## src/rtl/operand_skew_feeder_pkg.sv

```systemverilog
// Shared torus-array types: feeder FSM states and default edge geometry.
// Optional build macro used by the feeder: SKEW_FEEDER_STALL_CNT_EN.
package torus_pkg;

    localparam int DEF_OPERAND_WIDTH = 8;
    localparam int DEF_N = 4;

    typedef enum logic [1:0] {
        IDLE   = 2'd0,
        STREAM = 2'd1,
        DRAIN  = 2'd2
    } feeder_state_e;

    function automatic int cnt_width(input int n);
        return (n > 1) ? $clog2(n) : 1;
    endfunction

endpackage

```

## src/rtl/operand_skew_feeder_if.sv

```systemverilog
// Upstream handshake plus PE-edge outputs of the operand skew feeder.
// master = upstream/array side, slave = feeder.
interface operand_skew_feeder_if
    import torus_pkg::*;
#(
    parameter int OPERAND_WIDTH = DEF_OPERAND_WIDTH,
    parameter int N = DEF_N
);

    logic                       in_valid_i;
    logic                       in_ready_o;
    logic [N*OPERAND_WIDTH-1:0] in_data_i;
    logic                       in_last_i;
    logic                       array_stall_i;
    logic [N*OPERAND_WIDTH-1:0] lane_data_o;
    logic [N-1:0]               lane_valid_o;
    logic                       array_en_o;
    logic                       done_o;

    modport master (
        output in_valid_i, in_data_i, in_last_i, array_stall_i,
        input  in_ready_o, lane_data_o, lane_valid_o,
        input  array_en_o, done_o
    );

    modport slave (
        input  in_valid_i, in_data_i, in_last_i, array_stall_i,
        output in_ready_o, lane_data_o, lane_valid_o,
        output array_en_o, done_o
    );

endinterface

```

## src/rtl/operand_skew_feeder_skew_delay_line.sv

```systemverilog
// Enable-gated shift register of DEPTH stages; one per skewed lane.
module skew_delay_line
    import torus_pkg::*;
#(
    parameter int WIDTH = DEF_OPERAND_WIDTH + 1,
    parameter int DEPTH = 1
) (
    input  logic             clk_i,
    input  logic             reset,
    input  logic             en_i,
    input  logic [WIDTH-1:0] d_i,
    output logic [WIDTH-1:0] q_o
);

    logic [WIDTH-1:0] r_stage [DEPTH];

    always_ff @(posedge clk_i) begin
        if (reset) begin
            for (int k = 0; k < DEPTH; k++) begin
                r_stage[k] <= '0;
            end
        end else if (en_i) begin
            r_stage[0] <= d_i;
            for (int k = 1; k < DEPTH; k++) begin
                r_stage[k] <= r_stage[k-1];
            end
        end
    end

    assign q_o = r_stage[DEPTH-1];

endmodule

```

## src/rtl/operand_skew_feeder.sv

```systemverilog
// Diagonal-skew operand feeder for one torus array edge, with tile drain.
// Define SKEW_FEEDER_STALL_CNT_EN to add the stall_cnt_o counter port.
module operand_skew_feeder
    import torus_pkg::*;
#(
    parameter int OPERAND_WIDTH = DEF_OPERAND_WIDTH,
    parameter int N = DEF_N
) (
    input  logic clk_i,
    input  logic reset,
    operand_skew_feeder_if.slave bus
`ifdef SKEW_FEEDER_STALL_CNT_EN
    ,
    output logic [31:0] stall_cnt_o
`endif
);

    localparam int CW = cnt_width(N);
    localparam bit MULTI = (N > 1);

    feeder_state_e r_state;
    logic [CW-1:0] r_cnt;
    logic          r_done;
    logic          w_ready;
    logic          w_accept;
    logic          w_adv;

    assign w_ready  = !reset && !bus.array_stall_i && (r_state != DRAIN);
    assign w_accept = bus.in_valid_i && w_ready;
    assign w_adv    = w_accept || (r_state == DRAIN && !bus.array_stall_i);

    assign bus.in_ready_o = w_ready;
    assign bus.array_en_o = w_adv;
    assign bus.done_o     = r_done;

    // Non-accepting advances push zero/invalid fill into every lane.
    for (genvar gi = 0; gi < N; gi++) begin : g_lane
        logic [OPERAND_WIDTH:0] w_d;
        logic [OPERAND_WIDTH:0] w_q;

        assign w_d = w_accept
            ? {1'b1, bus.in_data_i[gi*OPERAND_WIDTH +: OPERAND_WIDTH]}
            : '0;

        skew_delay_line #(
            .WIDTH (OPERAND_WIDTH + 1),
            .DEPTH (gi + 1)
        ) u_dl (
            .clk_i (clk_i),
            .reset (reset),
            .en_i  (w_adv),
            .d_i   (w_d),
            .q_o   (w_q)
        );

        assign bus.lane_data_o[gi*OPERAND_WIDTH +: OPERAND_WIDTH] =
            w_q[OPERAND_WIDTH-1:0];
        assign bus.lane_valid_o[gi] = w_q[OPERAND_WIDTH];
    end

    always_ff @(posedge clk_i) begin
        if (reset) begin
            r_state <= IDLE;
            r_cnt   <= '0;
            r_done  <= 1'b0;
        end else begin
            r_done <= 1'b0;
            unique case (r_state)
                IDLE, STREAM: begin
                    if (w_accept) begin
                        if (!bus.in_last_i) begin
                            r_state <= STREAM;
                        end else if (MULTI) begin
                            r_state <= DRAIN;
                            r_cnt   <= CW'(N - 1);
                        end else begin
                            r_state <= IDLE;
                            r_done  <= 1'b1;
                        end
                    end
                end
                DRAIN: begin
                    if (!bus.array_stall_i) begin
                        r_cnt <= r_cnt - CW'(1);
                        if (r_cnt == CW'(1)) begin
                            r_state <= IDLE;
                            r_done  <= 1'b1;
                        end
                    end
                end
                default: r_state <= IDLE;
            endcase
        end
    end

`ifdef SKEW_FEEDER_STALL_CNT_EN
    logic [31:0] r_stall_cnt;

    always_ff @(posedge clk_i) begin
        if (reset) begin
            r_stall_cnt <= '0;
        end else if (bus.array_stall_i && r_state != IDLE &&
                     r_stall_cnt != 32'hFFFF_FFFF) begin
            r_stall_cnt <= r_stall_cnt + 32'd1;
        end
    end

    assign stall_cnt_o = r_stall_cnt;
`endif

endmodule
```

## src/flat_wrapper.sv

```systemverilog
// flat-port wrapper written by rule: the top's interface ports become plain ports
module operand_skew_feeder_flat import torus_pkg::*;
#(
    parameter int OPERAND_WIDTH = DEF_OPERAND_WIDTH,
    parameter int N = DEF_N
)
  (clk_i, reset, bus_in_valid_i, bus_in_data_i, bus_in_last_i, bus_array_stall_i, bus_in_ready_o, bus_lane_data_o, bus_lane_valid_o, bus_array_en_o, bus_done_o);
  operand_skew_feeder_if #(.OPERAND_WIDTH(OPERAND_WIDTH), .N(N)) bus_i ();
  input  logic clk_i;
  input  logic reset;
  input wire logic [$bits(bus_i.in_valid_i)-1:0] bus_in_valid_i;
  input wire logic [$bits(bus_i.in_data_i)-1:0] bus_in_data_i;
  input wire logic [$bits(bus_i.in_last_i)-1:0] bus_in_last_i;
  input wire logic [$bits(bus_i.array_stall_i)-1:0] bus_array_stall_i;
  output wire logic [$bits(bus_i.in_ready_o)-1:0] bus_in_ready_o;
  output wire logic [$bits(bus_i.lane_data_o)-1:0] bus_lane_data_o;
  output wire logic [$bits(bus_i.lane_valid_o)-1:0] bus_lane_valid_o;
  output wire logic [$bits(bus_i.array_en_o)-1:0] bus_array_en_o;
  output wire logic [$bits(bus_i.done_o)-1:0] bus_done_o;
  assign bus_i.in_valid_i = bus_in_valid_i;
  assign bus_i.in_data_i = bus_in_data_i;
  assign bus_i.in_last_i = bus_in_last_i;
  assign bus_i.array_stall_i = bus_array_stall_i;
  assign bus_in_ready_o = bus_i.in_ready_o;
  assign bus_lane_data_o = bus_i.lane_data_o;
  assign bus_lane_valid_o = bus_i.lane_valid_o;
  assign bus_array_en_o = bus_i.array_en_o;
  assign bus_done_o = bus_i.done_o;
  operand_skew_feeder #(.OPERAND_WIDTH(OPERAND_WIDTH), .N(N)) u_core (.clk_i(clk_i), .reset(reset), .bus(bus_i));
endmodule
```

## config.mk

```make
export PLATFORM = sky130hd
export DESIGN_NAME = operand_skew_feeder_flat
export DESIGN_NICKNAME = d
export VERILOG_FILES = /design/src/rtl/operand_skew_feeder_pkg.sv /design/src/rtl/operand_skew_feeder_if.sv /design/src/rtl/operand_skew_feeder_skew_delay_line.sv /design/src/rtl/operand_skew_feeder.sv /design/src/flat_wrapper.sv
export SDC_FILE = /design/constraint.sdc
export NUM_CORES = 1
export LEC_CHECK = 0
export ABC_AREA = 1
export CAP_MARGIN = 20
export CORE_ASPECT_RATIO = 1.2
export CORE_UTILIZATION = 48
export CTS_BUF_LIST = sky130_fd_sc_hd__clkbuf_4 sky130_fd_sc_hd__clkbuf_8 sky130_fd_sc_hd__clkbuf_16
export CTS_CLUSTER_DIAMETER = 200
export DETAILED_ROUTE_END_ITERATION = 12
export PLACE_DENSITY = 0.74
export SLEW_MARGIN = 20
export SYNTH_ARGS = -nofsm -noshare
export SYNTH_HDL_FRONTEND = slang
export SYNTH_HIERARCHICAL = 1
export SYNTH_SLANG_ARGS = --single-unit
```

## constraint.sdc

```tcl
create_clock -name clk_i -period 5.9 [get_ports clk_i]
set_input_delay 1.18 -clock clk_i [delete_from_list [all_inputs] [get_ports clk_i]]
set_output_delay 1.18 -clock clk_i [all_outputs]
set_load 0.02 [all_outputs]
```

==> results.toml <==
[status]
status = "completed"

[global_routing]
grt_util_all_layers_pct = 13.8
grt_max_degree = 37
overflow = 0
antenna_found_initial = 0
grt_pass1_wl_microns = 9720
grt_pass1_vias = 2270

[sta]
rsz0062_at_grt = "no"
period_needed_ps = 4750
relSlewSlack_pct = 46.6
fmax_mhz = 210
skew_ps = 12.6
slew_violations = 0
tns_ps = 0
period_share_pct = 80.6
worst_pin_slew_ps = 802
hold_violations = 0
setup_viol = 0
hold_ws_ps = 474

[placed_design]
dp_cells = 576
gp_congestion = 0.787
port-buffer-count = 75
hpwl_microns = 3930

[final_layout]
antennaDiodeCount = 0
final_cells = 592
final_common_cell = "inv_1"
fin_nets = 508
area_delta_synth_final_pct = 20.6
layout-drive-gt1-share_pct = 16.4
n_fill_cell = 724
final_cell_mix = "135 x inv_1, 90 x edfxtp_1, 75 x clkdlybuf4s50_1, 73 x nor2_1, 51 x nor2_2"

[critical_path]
critPathMaxFanout = 36
cpMaxStageDelayCell = "clkdlybuf4s50_1"
r2r_end = "u_core/g_lane[3].u_dl/r_stage[2][7]"
cpMostUsedCell = "clkdlybuf4s50_1"
r2r_slack_ps = 3420
timing.rr.start = "u_core/r_state[0]"
end_kind = "primary output"
slowest_delay_ps = 700
worstSetupStartpointType = "input port"
worstPathArrival_ps = 3570
reg2reg_depth = 5
path_cells = "clkdlybuf4s50_1 > nor2_2 > nand3_4 > nand2_1 > clkdlybuf4s50_1"
cp.required_ps = 4720
crit_type = "input port to primary output"

[cts]
cts_setup_buffers = 0
numCtsBuffers = 9
max-clock-path-buffers = 2
clock_sinks = 95
root_buffer = "clkbuf_8"
clkTransAtPathRegs_ps = 90
cts_resized = 0
htree_levels = 3
insertion_delay_ps = 360
ctsHoldBuffers = 0
cts_tree = "done"

[synth]
synth_compound_area_share_pct = 0.578
synth_top_family_by_area = "simple AND/OR/NAND/NOR gates"
ys_seq_elements = 95
ys_seq_area_share_pct = 64.8
syn-cell-area_sq_um = 4330
synth_fa_ha_area_share_pct = 0.289
syn_area_per_cell_sq_um = 10.5
synth_nets = 449
muxShareOfSynthArea_pct = 0
synth-simple-area-share_pct = 17.6
synth_xor_xnor_area_share_pct = 0
syn-instance-count = 411
ys_warn_count = 6
synth_cell_type_count = 22

[floorplan]
die_w_microns = 88.7
io_pins = 76
initial_utilization_pct = 50.0
die_y_microns = 106
num_rows = 37
core-area_sq_um = 8660
dieArea_sq_um = 9400

[route]
wl_per_cell_microns = 9.94
drt_pass1_iterations = 4
vias = 2455
via_per_inst = 4.15
remaining_drc_errors = 0
drt_wl_total_microns = 5880
final_antenna_net_count = 0
initialDrtViolationCount = 111

[pwr]
power_uw = 1390
power_density_nw_per_um2 = 266
ir_drop_v = 0.000133
p_leak_uw = 0.00208

[min_path]
hold_class = "flop to flop"
hp-start = "u_core/r_cnt[1]"
holdPathEnd = "u_core/r_cnt[1]"
hold_path_depth = 2

[flow_run]
maxCapViolCount = 0
==> sequential cells by signal, indices dropped and copies added, names as in the netlist <==
register / flops
u_core/g_lane.u_dl/r_stage: 90
u_core/bus.done_o: 1
u_core/r_state: 2
u_core/r_cnt: 2
==> synth_stat cells <==
master	instances	area share, %
a21oi_1	3	0.35
buf_2	3	0.35
buf_4	18	3.1
buf_6	6	1.6
dfxtp_1	5	2.3
edfxtp_1	90	62
ha_1	1	0.29
inv_1	135	12
nand2_1	5	0.43
nand2_2	2	0.29
nand2_4	4	1.0
nand3_1	2	0.23
nand3_2	1	0.23
nand3_4	1	0.40
nand4_1	2	0.29
nor2_1	73	6.3
nor2_2	51	7.4
nor3_1	1	0.12
nor4_1	1	0.14
o21ai_0	2	0.23
or2_1	2	0.29
or2_2	3	0.43
==> power breakdown <==
part           leakage (uW)  switching (uW)  internal [uW]
Clock              0.000103             215            225
Combinational      0.000983            89.0           64.5
Sequential         0.000991            10.4            782
Total               0.00208             314           1070
==> worst max path at each step <==
stage / end / slack, ps / start / depth (start not counted)
2_1_floorplan: bus_array_en_o / 2700 / reset / 4
3_3_place_gp: bus_array_en_o / 1230 / reset / 5
3_5_place_dp: bus_array_en_o / 1130 / reset / 5
4_1_cts: bus_array_en_o / 1120 / reset / 5
5_1_grt: bus_array_en_o / 990 / reset / 5
6_report: bus_array_en_o / 1150 / reset / 5
==> layer usage <==
| metal | GRT usage (%) | wire length (microns) |
|---|---|---|
| met1 | 14.8 | 2330 |
| met2 | 23.0 | 2990 |
| met3 | 5.67 | 432 |
| met4 | 7.14 | 124 |
| met5 | 0 | 0 |
==> worst max-delay path: cells and delay by family <==
kind / cells / cell delay, ps
AND/OR/NAND/NOR: 3 / 1080
buffers and inverters: 2 / 1310
==> cells by family (layout without fill, tap and decap cells) <==
kind of cell,after synthesis,in the layout
simple gates,148,148
buf+inv,162,226
compound gates,5,5
flops,95,95
fa+ha+maj,1,1
==> metrics by stage <==
stage | cell area (sq um) | utilization [%] | worst slack, ps
6_report | 5220 | 60.3 | 1150
5_1_grt | 5220 | 60.3 | 985
4_1_cts | 5220 | 60.3 | 1120
3_5_place_dp | 5010 | 57.8 | 1130
3_3_place_gp | 5010 | 57.8 | 1230
2_1_floorplan | 4330 | - | 2700
==> area by class of cell <==
type                    count  area (sq um)  area share, %
flip-flops and latches     95          2800           53.7
inverters                 135           507           9.71
clock buffers              12           159           3.04
well taps                 117           146           2.81
repair buffers             75           751           14.4
clock inverters             4          53.8           1.03
multi-input cells         154           800           15.3
Note: power is estimated with default switching activity, not from simulation.
